$ cat config.mk
export PLATFORM = sky130hd
export DESIGN_NAME = pipe_stage_hs
export DESIGN_NICKNAME = d
export VERILOG_FILES = /design/src/rtl/pipe_stage_hs.sv
export SDC_FILE = /design/constraint.sdc
export NUM_CORES = 1
export LEC_CHECK = 0
export BUFFER_PORTS_ARGS = -buffer_cell sky130_fd_sc_hd__clkbuf_2
export CORE_ASPECT_RATIO = 0.7
export CORE_MARGIN = 3
export CORE_UTILIZATION = 30
export DETAILED_ROUTE_END_ITERATION = 8
export GPL_TIMING_DRIVEN = 0
export MAX_ROUTING_LAYER = met4
export PLACE_DENSITY = 0.63
export SYNTH_ARGS = -nofsm -noshare
export SYNTH_HDL_FRONTEND = slang
export SYNTH_SLANG_ARGS = --single-unit
$ cat constraint.sdc
create_clock -name che -period 1 [get_ports che]
set_input_delay 0.1 -clock che [delete_from_list [all_inputs] [get_ports che]]
set_output_delay 0.1 -clock che [all_outputs]
set_load 0.02 [all_outputs]
$ cat src/rtl/pipe_stage_hs.sv
`default_nettype none
// ============================================================================
//  Module   : pipe_stage_hs
//  Purpose  : Parametrised valid/ready pipeline register stage. It has a
//             synchronous flush and an optional two-entry skid buffer.
//  Revision : 1.0  initial release
//
//  Configuration macro:
//    PIPE_SKID_EN  defined   -> two-entry stage (main + skid register).
//                               in_ready comes from a flop, and occ is 0..2.
//    PIPE_SKID_EN  undefined -> single register.
//                               in_ready = !out_valid || out_ready, and
//                               occ is 0..1.
//
//  Parameters:
//    WIDTH    data width in bits (>= 1)
//    RST_VAL  value loaded into the data registers on reset and on flush
//
//  Ports:
//    che        in   clock, rising edge
//    rst        in   asynchronous reset, active low
//    flush      in   synchronous clear of all held beats
//    in_valid   in   upstream beat present
//    in_ready   out  stage can accept a beat this cycle
//    in_data    in   upstream payload
//    out_valid  out  beat available downstream
//    out_ready  in   downstream accepts this cycle
//    out_data   out  payload of the oldest held beat
//    occ        out  number of beats held
// ============================================================================
module pipe_stage_hs #(
  parameter int               WIDTH   = 32,
  parameter logic [WIDTH-1:0] RST_VAL = '0
) (
  input  logic             che,
  input  logic             rst,
  input  logic             flush,
  input  logic             in_valid,
  output logic             in_ready,
  input  logic [WIDTH-1:0] in_data,
  output logic             out_valid,
  input  logic             out_ready,
  output logic [WIDTH-1:0] out_data,
  output logic [1:0]       occ
);

  // The state encoding equals the occupancy, so occ is a direct copy of it.
  localparam logic [1:0] ST_EMPTY = 2'd0;
  localparam logic [1:0] ST_ONE   = 2'd1;
  localparam logic [1:0] ST_FULL  = 2'd2;

  logic [1:0]       state;
  logic [1:0]       state_nxt;
  logic             accept;
  logic             pop;
  logic             load_main_in;
  logic [WIDTH-1:0] main_q;
`ifdef PIPE_SKID_EN
  logic             load_main_skid;
  logic             load_skid;
  logic [WIDTH-1:0] skid_q;
  logic             in_ready_q;
`endif

  assign accept = in_valid && in_ready;
  assign pop    = out_valid && out_ready;

  // --------------------------------------------------------------------------
  // State register
  // --------------------------------------------------------------------------
  always_ff @(posedge che or negedge rst) begin
    if (!rst) begin
      state <= ST_EMPTY;
    end else begin
      state <= state_nxt;
    end
  end

  // --------------------------------------------------------------------------
  // Next-state and register-load decode
  // --------------------------------------------------------------------------
  always_comb begin
    state_nxt    = state;
    load_main_in = 1'b0;
`ifdef PIPE_SKID_EN
    load_main_skid = 1'b0;
    load_skid      = 1'b0;
`endif
    case (state)
      ST_EMPTY: begin
        if (accept) begin
          state_nxt    = ST_ONE;
          load_main_in = 1'b1;
        end
      end
      ST_ONE: begin
        if (accept && pop) begin
          // Pass-through: the new beat replaces the one leaving.
          load_main_in = 1'b1;
`ifdef PIPE_SKID_EN
        end else if (accept) begin
          // The downstream stalled while a beat was already in flight.
          // Park the beat in skid, so that main (and out_data) stay stable.
          state_nxt = ST_FULL;
          load_skid = 1'b1;
`endif
        end else if (pop) begin
          state_nxt = ST_EMPTY;
        end
      end
`ifdef PIPE_SKID_EN
      ST_FULL: begin
        // in_ready is low here, so only a pop can occur.
        if (pop) begin
          state_nxt      = ST_ONE;
          load_main_skid = 1'b1;
        end
      end
`else
      ST_FULL: state_nxt = ST_EMPTY;  // unreachable without skid
`endif
      default: state_nxt = ST_EMPTY;
    endcase

    // Flush wins over any accept or pop in the same cycle.
    if (flush) begin
      state_nxt = ST_EMPTY;
    end
  end

  // --------------------------------------------------------------------------
  // Output decode
  // --------------------------------------------------------------------------
  always_comb begin
    out_valid = (state != ST_EMPTY);
    out_data  = main_q;
`ifdef PIPE_SKID_EN
    in_ready  = in_ready_q;
    occ       = state;
`else
    in_ready  = !out_valid || out_ready;
    occ       = {1'b0, state[0]};
`endif
  end

  // --------------------------------------------------------------------------
  // Datapath registers
  // --------------------------------------------------------------------------
  always_ff @(posedge che or negedge rst) begin
    if (!rst) begin
      main_q <= RST_VAL;
    end else if (flush) begin
      main_q <= RST_VAL;
    end else if (load_main_in) begin
      main_q <= in_data;
`ifdef PIPE_SKID_EN
    end else if (load_main_skid) begin
      main_q <= skid_q;
`endif
    end
  end

`ifdef PIPE_SKID_EN
  always_ff @(posedge che or negedge rst) begin
    if (!rst) begin
      skid_q <= RST_VAL;
    end else if (flush) begin
      skid_q <= RST_VAL;
    end else if (load_skid) begin
      skid_q <= in_data;
    end
  end

  // Registered ready: it is a copy of "next state is not FULL". This keeps
  // out_ready from reaching in_ready through combinational logic.
  always_ff @(posedge che or negedge rst) begin
    if (!rst) begin
      in_ready_q <= 1'b1;
    end else begin
      in_ready_q <= (state_nxt != ST_FULL);
    end
  end
`endif

endmodule
`default_nettype wire

# [After elaboration in Yosys (flattened, before gate mapping)]
# Cells that the tools add are included.
[word_totals] ram_bits=0 regBits=34 input_bits=37 mem_bits_ro=0 latch_bits=0 n_memories=0
[op_classes] n_bitwise=0 n_mul=0 eq_ne=4 n_lt_le_gt_ge=0 n_shift=0 n_div=0 n_addsub=0 muxes=10 reduce_logical=9
[op_table] op="32-bit two-way mux" n=2
[op_table] op="3-bit != test, second input constant" n=3
[op_table] op="2-bit two-way mux" n=4
[op_table] op="2-bit one-hot mux with 2 select lines" n=1
[op_table] op="2-bit nonzero test" n=2
[op_table] op="1-bit logical AND" n=3
[op_table] op="3-bit AND reduction" n=1
[op_table] op="2-bit by 1-bit equality test with 1-bit output, second input constant" n=1
[op_table] op="2-bit logical NOT" n=1
[op_table] op="1-bit two-way mux" n=2
[op_table] op="1-bit one-hot mux with 2 select lines" n=1
[op_table] op="1-bit logical NOT" n=1
[op_table] op="1-bit logical OR" n=1

# [Depth between registers and ports, before layout]
[depth] depth_word=9 depth_mapped=5

# [Least setup slack after synthesis]
# No wires, ideal clock.
[synth_path] path_type="register -> register" startpoint="register state[0]" endpoint="register main_q[12], in the netlist out_data[12]" slack_ns=-0.227 required_ns=0.924 arrival_time_ns=1.150 path_stages_with_launch=6 path_cell_list="dfrtp_1 -> nand2b_4 -> buf_6 -> buf_2 -> nand3_1 -> a21oi_2"
[synth_between] elab_chain_len=8 elab_cells_between_ends=12 cone_classes="eq/ne: 1; mux: 3; reduce/logical: 8"
[synth_lines] item="from (decl)" line="52" text="logic [1:0] state;"
[synth_lines] item="from (signal assigned)" line="75" text="state <= state_nxt;"
[synth_lines] item="2-bit nonzero test (*)" line="135" text="out_valid = (state != ST_EMPTY);"
[synth_lines] item="1-bit logical NOT (*)" line="141" text="in_ready = !out_valid || out_ready;"
[synth_lines] item="1-bit logical OR (*)" line="141"
[synth_lines] item="net in_ready" line="39" text="output logic in_ready,"
[synth_lines] item="1-bit logical AND (*)" line="65" text="assign accept = in_valid && in_ready;"
[synth_lines] item="1-bit logical AND" line="97" text="if (accept && pop) begin"
[synth_lines] item="1-bit two-way mux" line="97"
[synth_lines] item="1-bit one-hot mux with 2 select lines (*)" line="89" text="case (state)"
[synth_lines] item="2-bit nonzero test (no line) (*)"
[synth_lines] item="to (signal assigned)" line="155" text="main_q <= in_data;"
[synth_lines] item="to (decl)" line="57" text="logic [WIDTH-1:0] main_q;"
# Mark *: on every way through the listed nets, which the timed path passes. The rest lies on a longest branch.
# A chain may end at the register's enable or synchronous reset.

# [Worst setup path in the final report]
[layout_path] startpoint="register state[0]" endpoint="output occ[0]"
[layout_lines] item="to (decl)" line="44" text="output logic [1:0] occ"
# No word-level cell between the ends.

==> impl_metrics.py <==
metrics = {
    "run_status": {
        "run_status": "complete, but fails checks",
        "violations": "negative hold slack, negative setup slack",
    },
    "timing": {
        "clock_skew_ns": 0.00793,
        "fin_crit_ns": 1.22,
        "fin_ws_ns": -0.218,
        "slew_violations": 0,
        "hold_viol": 33,
        "finalSetupViolCount": 36,
        "holdWs_ns": -0.0770,
        "worst_pin_slew_ns": 0.858,
        "relSlewSlack_pct": 42.8,
        "rsz0062_at_grt": "yes",
        "max_freq_mhz": 821,
        "post-route-period-util_pct": 122,
    },
    "floorplan": {
        "die_h_um": 67.6,
        "pin_count": 73,
        "die_area_um2": 6360,
        "start_util_pct": 32.6,
        "core.rowCount": 21,
        "core_area_um2": 4990,
        "die_x_um": 94.0,
    },
    "place": {
        "place.gp.congestion": 0.661,
        "pre_cts_ws_ns": -0.149,
        "io_buffer_count": 69,
        "placedInstanceArea_um2": 2110,
        "dp_hpwl_um": 3120,
        "dp_cells": 291,
    },
    "global_routing": {
        "grt_max_degree": 34,
        "grt_first_pass_wirelength_um": 7520,
        "grt_usage_pct": 16.3,
        "grt_pass1_vias": 1475,
        "antenna_found_initial": 0,
        "grt.overflow.total": 0,
    },
    "pwr": {
        "ir_drop_uv": 558,
        "p_leak_nw": 1.21,
        "power.density_nw_per_um2": 1230,
    },
    "finish": {
        "antennaDiodeCount": 0,
        "multi_input_comb_area_um2": 896,
        "regArea_um2": 827,
        "syn_to_final_growth_pct": 56.3,
        "final_cells": 307,
        "layout-drive-gt1-share_pct": 73.1,
        "nNetsFinal": 275,
        "final_area_um2": 2540,
        "fill_cells": 471,
    },
    "flow_run": {
        "cap_violations": 0,
    },
    "clocking": {
        "clkTransAtPathRegs_ns": 0.07,
        "clock_sink_count": 33,
        "ctsRootBufferMaster": "clkbuf_8",
        "numCtsBuffers": 5,
        "cts_tree": "built",
        "cts_buffer_depth": 2,
        "htree_levels": 2,
        "clock_latency_ns": 0.28,
    },
    "logic_synthesis": {
        "ys_types": 14,
        "syn_nets": 190,
        "synth_area_um2": 1630,
        "synth.avg_cell_area_um2": 10.6,
        "yosys_warnings": 0,
        "synthCells": 153,
        "synth_top_area_share_pct": 50.7,
        "synth_area_leaders": "dfrtp_1, a21bo_2, nand3_1",
        "seq_area_frac_synth_pct": 50.7,
        "ys_ff_latch": 33,
        "yosysTopAreaCell": "dfrtp_1",
    },
    "route": {
        "drc": 0,
        "routed_wl_um": 4730,
        "drt_pass1_iterations": 4,
        "postRouteAntennaNets": 0,
        "vias": 1444,
        "viasPerCell": 4.70,
        "initialDrtViolationCount": 30,
        "drt-wirelength-per-cell_um": 15.4,
    },
    "worst_setup_path": {
        "worstReg2RegStart": "state[0]",
        "crit_arrival_ns": 1.12,
        "startpoint_type": "register",
        "worstRegToRegCells": 6,
        "r2r_end": "out_data[31]",
        "worst-path-max-fanout": 2,
        "regToRegSetupSlack_ns": -0.19,
        "crit_type": "register to output pin",
        "required_ns": 0.90,
        "cp-end-kind": "output pin",
    },
    "worst_hold_path": {
        "min_path_type": "input pin to asynchronous set/reset pin",
    },
}
repair_timing:
| action | CTS | global route |
|---|---|---|
| pin swaps | 15 | 21 |
| cloned | 3 | 0 |
| buffers inserted | 6 | 0 |
| setup endpoints to repair | 35 | 36 |
| gates resized for setup | 36 | 26 |
| hold endpoints to repair | 33 | 33 |
worst max path at each step:
stage                        start      endpoint  depth (start not counted)
after floorplan           state[0]  out_data[12]                          5
after global placement    state[0]  out_data[23]                          5
after detailed placement  state[0]   out_data[2]                          5
after CTS                 state[0]      in_ready                          4
after global routing      state[0]      in_ready                          4
final                     state[0]        occ[0]                          3
metrics by stage:
stage                     utilization [%]  TNS (ns)  total power [mW]
after floorplan                         -     -2.51              1.84
after global placement               42.4     -3.69              2.08
after detailed placement             42.4     -4.18              2.08
after CTS                            48.8     -5.70              3.12
after global routing                 51.0     -6.97              3.29
final                                51.0     -5.14              3.12
registers in the layout, summed over array words and instances, names as in the netlist:
name / flops
state: 1
out_data: 32
cell families (layout without fill, tap and decap cells):
family | after synthesis | after routing | synth area share (%)
buffers and inverters | 21 | 106 | 7.15
other | 1 | 1 | 0.230
and+or+nand+nor | 33 | 33 | 10.7
AOI/OAI and AO/OA | 65 | 65 | 31.2
DFF | 33 | 33 | 50.7
cell type report:
type                            instances  share of cell area [%]
Tap cell                               69                    3.39
Inverter                                1                   0.148
Timing Repair Buffer                   78                    19.4
Multi-Input combinational cell         99                    35.2
Clock buffer                            6                    2.85
Clock inverter                          1                   0.197
Sequential cell                        33                    32.5
Buffer                                 20                    6.30
metal layers:
metal / global-route usage, % / routed length, µm / part of all wire (%)
met5: - / 0 / 0
met4: 3.24 / 0 / 0
met3: 4.23 / 307 / 6.5
met2: 24.5 / 2130 / 45
met1: 22.3 / 2290 / 48
cell usage in the layout, fill, tap and decap left out:
cell	synthesis	routed
buf_4	2	6
buf_6	2	7
a21bo_1	6	6
nand3_1	32	15
clkbuf_2	1	67
a21bo_2	26	21
buf_12	0	1
nand3_4	0	1
dfrtp_2	0	1
inv_1	1	1
a21oi_1	27	4
clkbuf_8	0	6
buf_2	11	6
a21oi_2	6	29
nand3_2	0	16
dfrtp_1	33	32
nand2b_4	1	1
a21bo_4	0	5
clkinv_2	0	1
buf_16	0	2
buf_8	0	4
conb_1	1	1
clkbuf_1	4	5
cell usage after synthesis (all sizes together):
cell type  instances
nand3             32
buf               15
clkbuf             5
nand2b             1
dfrtp             33
inv                1
a21bo             32
a21oi             33
conb               1
worst max-delay path, stage by stage, from the launching register on:
cell and delay, ns:
dfrtp_2 0.42, buf_4 0.15, buf_4 0.13, clkbuf_8 0.14
report_power, final:
group,internal (mW),switching [mW]
combinational,0.342,0.417
clock,0.472,0.444
sequential,1.41,0.0369
No activity file was read; power rests on OpenSTA's default activity.
